**config.mk**
```make
export PLATFORM = sky130hd
export DESIGN_NAME = hilo_muldiv_flat
export DESIGN_NICKNAME = d
export VERILOG_FILES = /design/src/rtl/hilo_muldiv_if.sv /design/src/rtl/hilo_muldiv.sv /design/src/flat_wrapper.sv
export SDC_FILE = /design/constraint.sdc
export NUM_CORES = 2
export LEC_CHECK = 0
export CORE_MARGIN = 1
export CORE_UTILIZATION = 55
export CTS_BUF_LIST = sky130_fd_sc_hd__clkbuf_8
export DETAILED_ROUTE_END_ITERATION = 6
export PLACE_DENSITY = 0.81
export SKIP_CTS_REPAIR_TIMING = 1
export SLEW_MARGIN = 0
export SYNTH_ARGS = -nofsm -noshare
export SYNTH_HDL_FRONTEND = slang
export SYNTH_SLANG_ARGS = --single-unit
```
**constraint.sdc**
```tcl
create_clock -name clk -period 9.3 [get_ports clk]
set_clock_uncertainty 0.05 [all_clocks]
set_input_delay 1.395 -clock clk [delete_from_list [all_inputs] [get_ports clk]]
set_output_delay 1.395 -clock clk [all_outputs]
set_load 0.02 [all_outputs]
```
**src/rtl/hilo_muldiv_if.sv**
```systemverilog
// Request/response bundle between the execute stage and the HI/LO multiply/divide unit.
interface hilo_muldiv_if;
    logic        start;
    logic [1:0]  op;
    logic [31:0] src_a;
    logic [31:0] src_b;
    logic        flush;
    logic        busy;
    logic        done;
    logic [63:0] result;

    modport master (output start, op, src_a, src_b, flush, input busy, done, result);
    modport slave  (input start, op, src_a, src_b, flush, output busy, done, result);
endinterface

```
**src/rtl/hilo_muldiv.sv**
```systemverilog
// Iterative MULT/MULTU/DIV/DIVU unit producing {HI,LO} with a one-cycle done strobe.
// Multiply takes 2 cycles; divide is a 32-step restoring divider plus a sign-fix cycle.
module hilo_muldiv (
    input  logic           clk,
    input  logic           rst,
    hilo_muldiv_if.slave   bus
);
    typedef enum logic [2:0] {IDLE, MUL, DIV, FIX, DONE} state_t;

    state_t      state;
    logic [1:0]  op_q;
    logic [31:0] a_q;
    logic [31:0] b_q;
    logic [31:0] dvs;
    logic [31:0] rem;
    logic [31:0] quo;
    logic [4:0]  cnt;
    logic        q_neg;
    logic        r_neg;
    logic        div0;
    logic        busy;
    logic        done;
    logic [63:0] result;

    logic        ext_a;
    logic        ext_b;
    logic [63:0] prod;
    logic [32:0] sh;
    logic        ge;
    logic [31:0] diff;
    logic        sgn_div;
    logic [31:0] a_abs;
    logic [31:0] b_abs;

    // Only MULT sign-extends; MULTU zero-extends, then one 64-bit multiply covers both.
    assign ext_a = (op_q == 2'b00) & a_q[31];
    assign ext_b = (op_q == 2'b00) & b_q[31];
    assign prod  = {{32{ext_a}}, a_q} * {{32{ext_b}}, b_q};

    // Shifted remainder can reach 33 bits, but whenever it is >= divisor the difference fits in 32.
    assign sh   = {rem, quo[31]};
    assign ge   = sh >= {1'b0, dvs};
    assign diff = sh[31:0] - dvs;

    assign sgn_div = (bus.op == 2'b10);
    assign a_abs   = (sgn_div && bus.src_a[31]) ? (32'd0 - bus.src_a) : bus.src_a;
    assign b_abs   = (sgn_div && bus.src_b[31]) ? (32'd0 - bus.src_b) : bus.src_b;

    always_ff @(posedge clk) begin
        if (rst) begin
            state  <= IDLE;
            op_q   <= 2'b00;
            a_q    <= '0;
            b_q    <= '0;
            dvs    <= '0;
            rem    <= '0;
            quo    <= '0;
            cnt    <= '0;
            q_neg  <= 1'b0;
            r_neg  <= 1'b0;
            div0   <= 1'b0;
            busy   <= 1'b0;
            done   <= 1'b0;
            result <= '0;
        end else if (bus.flush) begin
            state <= IDLE;
            busy  <= 1'b0;
            done  <= 1'b0;
        end else begin
            done <= 1'b0;
            case (state)
                IDLE, DONE: begin
                    if (bus.start) begin
                        op_q <= bus.op;
                        a_q  <= bus.src_a;
                        b_q  <= bus.src_b;
                        busy <= 1'b1;
                        if (!bus.op[1]) begin
                            state <= MUL;
                        end else begin
                            state <= DIV;
                            cnt   <= '0;
                            rem   <= '0;
                            quo   <= a_abs;
                            dvs   <= b_abs;
                            div0  <= (bus.src_b == 32'd0);
                            q_neg <= sgn_div & (bus.src_a[31] ^ bus.src_b[31]);
                            r_neg <= sgn_div & bus.src_a[31];
                        end
                    end else begin
                        state <= IDLE;
                    end
                end
                MUL: begin
                    result <= prod;
                    state  <= DONE;
                    busy   <= 1'b0;
                    done   <= 1'b1;
                end
                DIV: begin
                    rem <= ge ? diff : sh[31:0];
                    quo <= {quo[30:0], ge};
                    cnt <= cnt + 5'd1;
                    if (cnt == 5'd31) state <= FIX;
                end
                FIX: begin
                    if (div0)
                        result <= {a_q, 32'hFFFF_FFFF};
                    else
                        result <= {r_neg ? (32'd0 - rem) : rem, q_neg ? (32'd0 - quo) : quo};
                    state <= DONE;
                    busy  <= 1'b0;
                    done  <= 1'b1;
                end
                default: begin
                    state <= IDLE;
                    busy  <= 1'b0;
                end
            endcase
        end
    end

    assign bus.busy   = busy;
    assign bus.done   = done;
    assign bus.result = result;
endmodule
```
**src/flat_wrapper.sv**
```systemverilog
// flat-port wrapper written by rule: the top's interface ports become plain ports
module hilo_muldiv_flat 
  (clk, rst, bus_start, bus_op, bus_src_a, bus_src_b, bus_flush, bus_busy, bus_done, bus_result);
  hilo_muldiv_if bus_i ();
  input  logic clk;
  input  logic rst;
  input wire logic [$bits(bus_i.start)-1:0] bus_start;
  input wire logic [$bits(bus_i.op)-1:0] bus_op;
  input wire logic [$bits(bus_i.src_a)-1:0] bus_src_a;
  input wire logic [$bits(bus_i.src_b)-1:0] bus_src_b;
  input wire logic [$bits(bus_i.flush)-1:0] bus_flush;
  output wire logic [$bits(bus_i.busy)-1:0] bus_busy;
  output wire logic [$bits(bus_i.done)-1:0] bus_done;
  output wire logic [$bits(bus_i.result)-1:0] bus_result;
  assign bus_i.start = bus_start;
  assign bus_i.op = bus_op;
  assign bus_i.src_a = bus_src_a;
  assign bus_i.src_b = bus_src_b;
  assign bus_i.flush = bus_flush;
  assign bus_busy = bus_i.busy;
  assign bus_done = bus_i.done;
  assign bus_result = bus_i.result;
  hilo_muldiv u_core (.clk(clk), .rst(rst), .bus(bus_i));
endmodule
```
==> impl_metrics.json <==
{
  "status": "finished clean",
  "drc": 0,
  "io_pins": 136,
  "vdd_drop_max_mv": 0.0917,
  "ys_ff_latch": 239,
  "cp.arrival_ns": 9.54,
  "numPortBuffers": 135,
  "path_class": "reg -> reg",
  "synthMostInstantiatedCell": "inv_1",
  "yosysSeqAreaShare_pct": 9.25,
  "cp_slowest_cell": "dfxtp_1",
  "rsz0062_at_grt": "false",
  "period_share_pct": 97.6,
  "design.core.area_um2": 93200,
  "die_x_um": 309,
  "syn_area_um2": 51700,
  "ys_top_cells_by_count": "inv_1, fa_1, nand2_1",
  "instances_no_fill": 7305,
  "met3_usage_pct": 4.67,
  "slew_viol_final": 0,
  "maxCapViolations": 0,
  "grt_pass1_vias": 44500,
  "start_kind": "flip-flop",
  "dp_hpwl_um": 123000,
  "setup_violations": 0,
  "antenna_found_initial": 6,
  "grt_overflow": 0,
  "dr.pass1.iters": 6,
  "syn_to_final_growth_pct": 6.59,
  "synth_edf_count": 0,
  "synth_top_cell_area_share_pct": 43.6,
  "place_area_um2": 54200,
  "wire_per_inst_um": 21.0,
  "routabilityCongestion": 1.03,
  "required_ns": 9.76,
  "finalWirelength_um": 153000,
  "crit_family": "adder cells",
  "cts_buffer_depth": 3,
  "viasPerCell": 5.79,
  "fin_crit_ns": 9.07,
  "synth.largest_area_cell": "fa_1",
  "drive_above_1_share_pct": 4.13,
  "insertion_delay_ns": 0.68,
  "die_h_um": 309,
  "cts.sinks": 239,
  "filler_cell_count": 8023,
  "grt.busiest_layer": "met2",
  "hold_class": "reg -> reg",
  "synth_nets": 7543,
  "critPathMaxStageDelay_ns": 1.17,
  "use_met1_pct": 41.8,
  "synthFlopType": "dfxtp_1",
  "hold_viol": 0,
  "async_flop_share_pct": 0,
  "cpMostUsedCell": "fa_1",
  "leakagePower_nw": 25.3,
  "initialDrtViolationCount": 4075,
  "start_util_pct": 55.5,
  "ys_types": 81,
  "die-area_um2": 95300,
  "worst-slew-pin-transition_ns": 1.34,
  "drt.antenna.violating_nets": 0,
  "htree_levels": 2,
  "grt_max_degree": 78,
  "cts-root-buf": "clkbuf_8",
  "grt_pass1_wl_um": 244000,
  "path_buf_inv": 7,
  "setup_tns_ns": 0,
  "core.rowCount": 112,
  "end_kind": "flip-flop",
  "grt_util_met2_pct": 54.0,
  "finalPower_mw": 3.77,
  "nets": 7461,
  "p_per_area_nw_per_um2": 68.5,
  "relSlewSlack_pct": 10.7,
  "numCtsBuffers": 43,
  "max_freq_ghz": 0.110,
  "synth.yosys.warnings": 0,
  "cts_tree": "built",
  "synth_area_leaders": "fa_1, dfxtp_1, inv_1",
  "placed_cells": 7224,
  "cp_max_fo": 22,
  "synth_cells": 6097,
  "avgSynthCellArea_um2": 8.49,
  "path_clk_slew_ns": 0.07,
  "post-route-cell-area_um2": 55100,
  "grt_util_all_layers_pct": 33.3,
  "num_vias": 42300
}
==> area by class of cell <==
class / count / area, um2 / area share [%]
clock inverter: 27 / 209 / 0.379
tap: 1254 / 1570 / 2.85
timing repair buffer: 271 / 2400 / 4.35
sequential: 239 / 4790 / 8.68
inverter: 1251 / 4700 / 8.52
multi-input combinational: 4209 / 40800 / 73.9
antenna: 3 / 7.51 / 0.0136
clock buffer: 51 / 702 / 1.27
==> tightest hold or removal path, cell delays in order, from the launching register on <==
cell     delay (ns)
dfxtp_1        0.31
nand2_1        0.05
a21oi_1        0.05
==> final timing paths <==
| path | startpoint | endpoint | slack (ns) | cells after the start |
|---|---|---|---|---|
| min reg2reg | u_core.bus.result[25]$_SDFFE_PP0P_ | u_core.bus.result[25]$_SDFFE_PP0P_ | 0.41 | 2 |
| max reg2reg | u_core.b_q[8]$_SDFFE_PP0P_ | u_core.bus.result[47]$_SDFFE_PP0P_ | 0.23 | 27 |
| max | u_core.b_q[8]$_SDFFE_PP0P_ | u_core.bus.result[47]$_SDFFE_PP0P_ | 0.23 | 27 |
| min | u_core.bus.result[25]$_SDFFE_PP0P_ | u_core.bus.result[25]$_SDFFE_PP0P_ | 0.41 | 2 |
==> power by group <==
| group | internal (mW) | leakage (nW) | switching, mW |
|---|---|---|---|
| clock network | 0.565 | 0.511 | 0.544 |
| registers | 1.06 | 1.94 | 0.0838 |
| logic | 0.566 | 22.8 | 0.960 |
==> placed cells by master (no fill, tap or decap), types with 23 or more instances in the layout <==
cell             count
nand2_1           1117
o21ai_0            168
buf_4              134
and3_1              32
a21o_1              53
inv_1             1258
xnor2_1            114
fa_1              1126
clkdlybuf4s50_1    134
dfxtp_1            238
mux2i_1             34
clkbuf_8            51
and2_1             260
a31oi_1             23
nand3_1             42
o211ai_1            23
ha_1               250
xor2_1              98
a222oi_1            27
a21oi_1            255
nor3_1              35
a211oi_1            39
nor2_1             217
==> state kept, by name (all words and copies together) (netlist names), 2 cells and up <==
register,cells
u_core.op_q,2
u_core.rem,32
u_core.state,3
u_core.dvs,32
u_core.b_q,32
u_core.cnt,5
u_core.a_q,32
u_core.bus.result,64
u_core.quo,32
==> metal layers <==
layer	vias to the layer above	routed length (um)
met3	609	13700
met2	2243	72200
met5	-	14
li1	18200	-
met4	2	11800
met1	21200	55500
==> cell families after synthesis <==
kind of cell	Yosys count	synth area share [%]
compound gates	748	9.13
xor+xnor	212	3.59
fa+ha+maj	1376	49.6
buf+inv	1649	12.0
flops	239	9.25
mux	34	0.658
simple gates	1839	15.8
==> stage by stage <==
stage	util [%]	hold WS, ns	setup slack, ns
CTS	59.2	0.408	0.443
global route	59.2	0.417	0.0485
finish	59.2	0.406	0.226
global placement	58.2	0.392	0.594
detailed placement	58.2	0.401	0.485
floorplan	-	0.386	1.36
Power figures use the tool's default switching activity.
